$ cat src/rtl/flopen_pipe.sv
// ============================================================================
// Module   : flopen_pipe
// Purpose  : Elastic valid/ready pipeline of DEPTH enabled-flop stages with
//            bubble collapse, synchronous flush and an occupancy count.
//            Define FLOPEN_PIPE_RSTDATA_EN to reset the data flops to RESET_VAL.
// Revision : 1.0 - initial release
// ============================================================================
`default_nettype none

module flopen_pipe #(
    parameter int               WIDTH     = 8,
    parameter int               DEPTH     = 2,
    parameter logic [WIDTH-1:0] RESET_VAL = '0
) (
    input  logic                       clk,
    input  logic                       reset_n,
    input  logic                       flush,
    input  logic                       in_valid,
    output logic                       in_ready,
    input  logic [WIDTH-1:0]           in_data,
    output logic                       out_valid,
    input  logic                       out_ready,
    output logic [WIDTH-1:0]           out_data,
    output logic [$clog2(DEPTH+1)-1:0] count
);

    localparam int CW = $clog2(DEPTH+1);

    logic [DEPTH-1:0] w_v;
    logic [WIDTH-1:0] w_d [DEPTH];
    logic [DEPTH:0]   w_en;
    logic             w_in_xfer;
    logic             w_out_xfer;
    logic [CW-1:0]    r_count;

    // A stage may load when it is empty or its successor is loading too.
    always_comb begin
        w_en        = '0;
        w_en[DEPTH] = out_ready;
        for (int i = DEPTH-1; i >= 0; i--) begin
            w_en[i] = ~w_v[i] | w_en[i+1];
        end
    end

    genvar gi;
    for (gi = 0; gi < DEPTH; gi++) begin : g_stage
        logic             r_v;
        logic [WIDTH-1:0] r_d;
        logic             w_v_nxt;
        logic [WIDTH-1:0] w_d_nxt;

        if (gi == 0) begin : g_head
            assign w_v_nxt = in_valid;
            assign w_d_nxt = in_data;
        end else begin : g_body
            assign w_v_nxt = w_v[gi-1];
            assign w_d_nxt = w_d[gi-1];
        end

        always_ff @(posedge clk or negedge reset_n) begin
            if (!reset_n) begin
                r_v <= 1'b0;
            end else if (flush) begin
                r_v <= 1'b0;
            end else if (w_en[gi]) begin
                r_v <= w_v_nxt;
            end
        end

`ifdef FLOPEN_PIPE_RSTDATA_EN
        always_ff @(posedge clk or negedge reset_n) begin
            if (!reset_n) begin
                r_d <= RESET_VAL;
            end else if (w_en[gi]) begin
                r_d <= w_d_nxt;
            end
        end
`else
        // Data is qualified by the valid bit, so it may load freely during flush.
        always_ff @(posedge clk) begin
            if (w_en[gi]) begin
                r_d <= w_d_nxt;
            end
        end
`endif

        assign w_v[gi] = r_v;
        assign w_d[gi] = r_d;
    end

`ifndef FLOPEN_PIPE_RSTDATA_EN
    logic w_unused_rstval;
    assign w_unused_rstval = ^RESET_VAL;
`endif

    assign in_ready   = w_en[0] & ~flush;
    assign w_in_xfer  = in_valid & in_ready;
    assign w_out_xfer = w_v[DEPTH-1] & out_ready;

    always_ff @(posedge clk or negedge reset_n) begin
        if (!reset_n) begin
            r_count <= '0;
        end else if (flush) begin
            r_count <= '0;
        end else begin
            case ({w_in_xfer, w_out_xfer})
                2'b10:   r_count <= r_count + CW'(1);
                2'b01:   r_count <= r_count - CW'(1);
                default: r_count <= r_count;
            endcase
        end
    end

    assign out_valid = w_v[DEPTH-1];
    assign out_data  = w_d[DEPTH-1];
    assign count     = r_count;

endmodule

`default_nettype wire

$ cat config.mk
export PLATFORM = sky130hd
export DESIGN_NAME = flopen_pipe
export DESIGN_NICKNAME = d
export VERILOG_FILES = /design/src/rtl/flopen_pipe.sv
export SDC_FILE = /design/constraint.sdc
export NUM_CORES = 1
export LEC_CHECK = 0
export CORE_MARGIN = 5
export CORE_UTILIZATION = 38
export DETAILED_ROUTE_END_ITERATION = 6
export MAX_ROUTING_LAYER = met4
export PLACE_DENSITY_LB_ADDON = 0.08
export SLEW_MARGIN = 20
export SYNTH_ARGS = -nofsm -noshare
export SYNTH_HDL_FRONTEND = slang
export SYNTH_SLANG_ARGS = --single-unit
export TNS_END_PERCENT = 5
$ cat constraint.sdc
create_clock -name clk -period 1 [get_ports clk]
set_input_delay 0.2 -clock clk [delete_from_list [all_inputs] [get_ports clk]]
set_output_delay 0.2 -clock clk [all_outputs]
set_load 0.05 [all_outputs]
==> parameters.txt, run 1 <==
Parameter                              Value

Run status
  Result of the run ... finished, violations left
  Violations in the final reports ... setup timing

Die
  Vertical die dimension ... 52.90 um
  Rows ... 15
  Initial core utilization ... 40.07%
  IO Count ... 25
  Die width ... 52.90 um
  Area of the core ... 0.001745 mm^2
  Die area ... 0.002798 mm^2

STA
  Final number of setup-violating endpoints ... 31
  Number of max-slew violations in the final report ... 0
  Hold Slack ... 0.1018 ns
  Minimum clock period after layout ... 1.409 ns
  Achievable frequency ... 709.7 MHz
  Final Worst Setup Slack ... -0.4091 ns
  Worst Skew ... 0.003640 ns
  Total count of hold-check failures in the final report ... 0
  Slew at the pin with the worst max-slew slack ... 0.2585 ns
  Final critical-path share of the clock period ... 140.9%
  RSZ-0062 raised after global routing ... yes
  Max-Slew Margin vs Limit ... 82.71%

Drt
  Total vias in the final route ... 461
  Antenna violation net count after detailed routing ... 0
  DR iter-0 viols ... 5
  Pre-antenna DRT Iters ... 4
  DRC violation count after routing ... 0
  Number of vias per cell after detailed routing ... 4.520
  Wirelength, routed ... 1438 um
  Wire per inst ... 14.10 um

Pwr
  Share of total power in sequential cells ... 55.2%
  Power density over the cells ... 1468 mW/mm^2
  Proportion of total power due to net switching ... 25.74%
  Net load switching power ... 0.4628 mW
  Largest vdd supply drop ... 0.8108 mV
  Clock network fraction of design power ... 20.8%
  Design internal power ... 1.335 mW
  Combinational group share of total power ... 24.0%
  Cell leakage power ... 0.5030 nW

Setup path
  Kind of end point of the critical path ... primary output
  CP Launch Type ... register
  Internal reg-to-reg setup slack ... -0.34 ns
  Worst-path maximum fanout ... 3
  CP max stage delay ... 0.41 ns
  Worst path bufs/invs ... 1
  Category of the critical setup timing path ... register to primary output
  Depth of the most critical reg-to-reg path ... 4
  CP cell instances ... and3b_2 -> nor2_4 -> buf_12
  Worst-path cell with the longest stage delay ... sky130_fd_sc_hd__dfrtp_1
  WP data required ... 0.80 ns
  R2R Path Start ... out_valid
  Arr. time, crit path ... 1.21 ns
  Destination of the worst register-to-register timing path ... count[1]
  Family with the most delay on the worst path ... flip-flops

Clock network
  H-tree level count ... 1
  Maximum root-to-sink buffer count ... 2
  Clock-pin slew on the worst setup and hold paths ... 0.10 ns
  Clock latency at the later pin of the worst-skew pair ... 0.29 ns
  Number of sinks driven by the clock tree ... 20
  Clock tree from TritonCTS ... done
  Root buffer cell ... sky130_fd_sc_hd__clkbuf_4
  Clock buffer count from CTS ... 3

Layout
  Antenna Diode Count ... 0
  Area of all placed cells without fillers ... 0.001225 mm^2
  Final nets ... 91
  Final standard cell count with taps included and fillers excluded ... 102
  Area growth from synthesis to final layout ... 75.13%
  Area of the multi-input gates ... 130.1 um^2
  Final core occ ... 70.18%
  Layout fillers ... 136
  Total area of sequential cells ... 583.1 um^2
  Share of final-layout standard cells stronger than drive strength 1 ... 41.56%

Logic synthesis
  Number of instances in the synthesized netlist ... 40
  Synthesized flop and latch total ... 20
  Unique cell type count in the Yosys netlist ... 12
  Top cells by area, synth ... sky130_fd_sc_hd__edfxtp_1 (69%), sky130_fd_sc_hd__dfrtp_1 (14%), sky130_fd_sc_hd__nor2_1 (3.8%), sky130_fd_sc_hd__nor2b_1 (2.7%), sky130_fd_sc_hd__and3b_1 (2.5%)
  Sequential share of the synthesized area ... 83.01%
  Leading area contributor after synthesis ... sky130_fd_sc_hd__edfxtp_1
  Top cell type's share of synthesized area ... 68.69%
  Synthesized area divided by synthesized cell count ... 17.49 um^2
  Post-synthesis instance area ... 699.4 um^2
  Post-Syn Nets ... 53
  Yosys warning count ... 0

GRT
  Met3 usage in global routing ... 2.535%
  Overflow left after global routing ... 0
  Global-route track usage on met1 ... 13.09%
  Met2 track demand over resource ... 21.07%
  Initial antenna violation count ... 0
  Global-route wire length before repair ... 2283 um
  Layer with the highest usage after global routing ... met2
  Overall Global Routing Usage ... 12.01%
  Pin count of the biggest net entering global routing ... 12
  Vias in the first global route ... 507

Placed design
  Area post-placement ... 0.001166 mm^2
  Count of placed standard cells including taps ... 96
  Count of port buffers added during placement ... 24
  Weighted congestion at the end of routability-driven global placement ... 0.8069
  HPWL after detailed placement ... 1081 um

Flow run
  Max-cap violations ... 0

Min path
  Class of the worst hold path ... input port to async pin
-- cells in the final DEF (no fill, tap or decap), drive strengths merged --
| cell type | n |
|---|---|
| inv | 2 |
| mux2 | 2 |
| a21oi | 1 |
| o21ai | 1 |
| nor4bb | 1 |
| a31oi | 1 |
| clkbuf | 3 |
| nor2 | 7 |
| dlygate4sd2 | 1 |
| buf | 21 |
| clkdlybuf4s50 | 11 |
| nor2b | 3 |
| clkinv | 1 |
| and3b | 2 |
| dfrtp | 4 |
| edfxtp | 16 |
-- cell families (layout without fill, tap and decap cells) --
group,after synthesis,in the layout,synth area share (%)
buffers and inverters,2,39,1.074
AOI/OAI and AO/OA,3,3,2.325
muxes,2,2,3.220
and+or+nand+nor,13,13,10.38
DFF,20,20,83.01
-- synth_stat cells --
library cell               count
sky130_fd_sc_hd__nor2b_1       3
sky130_fd_sc_hd__and3b_1       2
sky130_fd_sc_hd__inv_1         2
sky130_fd_sc_hd__nor4bb_1      1
sky130_fd_sc_hd__a21oi_1       1
sky130_fd_sc_hd__o21ai_0       1
sky130_fd_sc_hd__a31oi_1       1
sky130_fd_sc_hd__mux2_1        1
sky130_fd_sc_hd__edfxtp_1     16
sky130_fd_sc_hd__mux2_2        1
sky130_fd_sc_hd__dfrtp_1       4
sky130_fd_sc_hd__nor2_1        7
-- registers in the layout (all words and copies together) (netlist names) --
signal,flops
out_data,8
g_stage.r_v,1
out_valid,1
count,2
g_stage.r_d,8
-- power by group through the flow --
stage	registers (mW)	clock network (mW)	logic (mW)
after floorplan	1.12	0	0.0448
after global placement	1.01	0	0.410
after detailed placement	1.01	0	0.414
after CTS	0.992	0.389	0.433
after global routing	0.997	0.438	0.450
final	0.992	0.374	0.432
-- metrics by stage --
stage	power, mW	setup slack, ns	setup TNS, ns
after detailed placement	1.426	-0.5593	-9.410
after CTS	1.815	-0.3977	-4.892
after global placement	1.419	-0.5567	-9.028
final	1.798	-0.4091	-5.039
after floorplan	1.162	-0.2963	-4.567
after global routing	1.885	-0.4507	-6.184
-- what timing repair did --
action	CTS	global route
setup buffers	2	0
resized for setup	7	1
cloned	0	0
setup endpoints to repair	30	31
hold buffers	0	0
-- per-layer routing --
metal | vias to the layer above | share of wire [%]
met3 | 2 | 2.1
met2 | 11 | 59
met1 | 228 | 38
met5 | - | 0
met4 | 0 | 0.56
li1 | 220 | -
-- how the worst max path moves through the flow --
stage	cells after the start	to	slack, ns	from
2_1_floorplan	3	count[1]	-0.30	count[0]
3_3_place_gp	4	count[1]	-0.56	out_ready
3_5_place_dp	4	count[1]	-0.56	out_ready
4_1_cts	3	in_ready	-0.40	g_stage[0].r_v
5_1_grt	3	in_ready	-0.45	g_stage[0].r_v
6_report	3	in_ready	-0.41	g_stage[0].r_v
-- layout make-up --
type	instances	area share, %
sequential	20	47.60
timing repair buffer	33	36.47
multi-input combinational	18	10.62
tap	25	2.554
clock buffer	3	1.839
inverter	2	0.6129
clock inverter	1	0.3064
Power figures use the tool's default switching activity.
==> run 2: changes to the inputs <==
Settings changed: CORE_MARGIN 5 to unset, CTS_CLUSTER_SIZE set to 16.
==> run 2 against run 1 <==
  * The run still ends with setup timing left
  * Combinational power is 0.9% higher
  * Worst setup slack better by 0.0066 ns
  * Sequential share of layout area is 1.5 points lower
  * Power is 15% higher
  * Utilization is 3.1 points higher
  * Sequential cell count stayed put
  * Clock power is 72% higher
  * Worst hold slack worse by 0.016 ns
  * Cell count is 2.9% higher
  * First-iteration DRC count grew to 3.4 times the previous value
  * Critical path depth stayed put
  * Register-to-register slack hardly changed
==> parameters.txt, run 2 (synthesis results as in run 1) <==
Parameter                              Value

Placed design
  Count of port buffers added during placement ... 24
  Weighted congestion at the end of routability-driven global placement ... 0.8644
  Count of placed standard cells including taps ... 99

Clock network
  H-tree level count ... 1
  Clock tree from TritonCTS ... done
  CTS Hold Bufs ... 0
  Clock latency at the later pin of the worst-skew pair ... 0.30 ns
  Clock buffer count from CTS ... 3
  Root buffer cell ... sky130_fd_sc_hd__clkbuf_4
  Maximum root-to-sink buffer count ... 2
  Clock-pin slew on the worst setup and hold paths ... 0.11 ns
  Number of sinks driven by the clock tree ... 20

GRT
  Vias in the first global route ... 438
  Overall Global Routing Usage ... 15.06%
  Global-route wire length before repair ... 1973 um
  Overflow left after global routing ... 0
  Pin count of the biggest net entering global routing ... 13
  Initial antenna violation count ... 0

Drt
  DRC violation count after routing ... 0
  Pre-antenna DRT Iters ... 4
  Antenna violation net count after detailed routing ... 0
  Number of vias per cell after detailed routing ... 4.486
  Total vias in the final route ... 471
  Wirelength, routed ... 1303 um
  Wire per inst ... 12.41 um
  DR iter-0 viols ... 17

Setup path
  WP data required ... 0.80 ns
  CP Launch Type ... register
  Worst-path maximum fanout ... 3
  Category of the critical setup timing path ... register to primary output
  Kind of end point of the critical path ... primary output
  Arr. time, crit path ... 1.20 ns
  Depth of the most critical reg-to-reg path ... 4

STA
  Final critical-path share of the clock period ... 140.2%
  Number of max-slew violations in the final report ... 0
  Total count of hold-check failures in the final report ... 0
  Final Worst Setup Slack ... -0.4025 ns
  RSZ-0062 raised after global routing ... yes
  Final number of setup-violating endpoints ... 32
  Slew at the pin with the worst max-slew slack ... 0.3327 ns
  Minimum clock period after layout ... 1.402 ns
  Achievable frequency ... 713.0 MHz
  Worst Skew ... 0.01015 ns
  Total negative setup slack ... -6.646 ns
  Max-Slew Margin vs Limit ... 77.52%

Die
  Die area ... 0.002016 mm^2
  IO Count ... 25
  Rows ... 15
  Area of the core ... 0.001727 mm^2
  Vertical die dimension ... 44.90 um
  Die width ... 44.90 um
  Initial core utilization ... 40.51%

Layout
  Final standard cell count with taps included and fillers excluded ... 105
  Area growth from synthesis to final layout ... 80.86%
  Final nets ... 94
  Most frequent standard cell in the layout excluding fill and tap cells ... sky130_fd_sc_hd__edfxtp_1
  Share of final-layout standard cells stronger than drive strength 1 ... 43.75%
  Most used cells in the layout excluding fill and tap cells ... sky130_fd_sc_hd__edfxtp_1 (16), sky130_fd_sc_hd__buf_12 (12), sky130_fd_sc_hd__clkdlybuf4s50_1 (11)
  Antenna Diode Count ... 0

Pwr
  Cell leakage power ... 0.5230 nW
  Largest vdd supply drop ... 1.634 mV
  Power density over the cells ... 1639 mW/mm^2

Run status
  Violations in the final reports ... setup timing
  Result of the run ... finished, violations left

Flow run
  Max-cap violations ... 0

Min path
  Class of the worst hold path ... input port to async pin
-- run 2: cell count changes in the layout (fill, tap and decap cells not counted), sizes merged --
cell,change
bufinv,+1
buf,+3
clkinv,-1
-- run 2: final cells by class --
type / instances / area (um^2)
sequential: 20 / 583.1
fill: 126 / 461.7
timing repair buffer: 36 / 460.4
multi-input combinational: 18 / 130.1
tap: 25 / 31.28
clock inverter: 1 / 30.03
clock buffer: 3 / 22.52
inverter: 2 / 7.507
-- run 2: what timing repair did --
item	in CTS	in global routing
setup endpoints to repair	30	32
buffers inserted	2	0
endpoints found under the hold margin	0	0
gates cloned	0	0
pin swaps	1	1
resized for setup	7	1
-- run 2: routing by layer --
metal,GRT usage [%],routed length [um],up-vias
li1,-,-,226
met4,7.273,4,0
met5,-,0,-
met1,17.91,550,225
met2,23.24,695,18
met3,4.800,53,2
-- run 2: final timing paths --
kind,start,to,slack (ns)
worst max-delay path,g_stage[0].r_v,in_ready,-0.40
worst min-delay path,reset_n,count[0],0.09
worst max register to register,out_valid,count[1],-0.35
worst min register to register,g_stage[0].r_d[3],out_data[3],0.43
max in group asynchronous,reset_n,out_valid,0.73
min in group clk,g_stage[0].r_d[3],out_data[3],0.43
-- run 2: critical path, cell delays in order, from the launching register on --
cell,delay [ns]
sky130_fd_sc_hd__dfrtp_1,0.42
sky130_fd_sc_hd__and3b_2,0.25
sky130_fd_sc_hd__nor2_4,0.10
sky130_fd_sc_hd__buf_12,0.14
-- run 2: power breakdown --
group,leakage (nW),internal (mW),switching (mW)
clock network,0.0279,0.405,0.237
logic,0.277,0.236,0.200
registers,0.218,0.959,0.0350
-- run 2: through the flow --
stage	hold WS, ns	util [%]	total power [mW]	setup slack [ns]	instance area (um^2)
4_1_cts	0.08184	73.12	2.088	-0.4114	1262
3_3_place_gp	0.4023	68.12	1.424	-0.5434	1176
3_5_place_dp	0.4092	68.12	1.428	-0.5396	1176
2_1_floorplan	-0.09559	-	1.162	-0.2963	709.4
5_1_grt	0.07358	73.26	2.145	-0.4559	1265
6_report	0.08615	73.26	2.073	-0.4025	1265
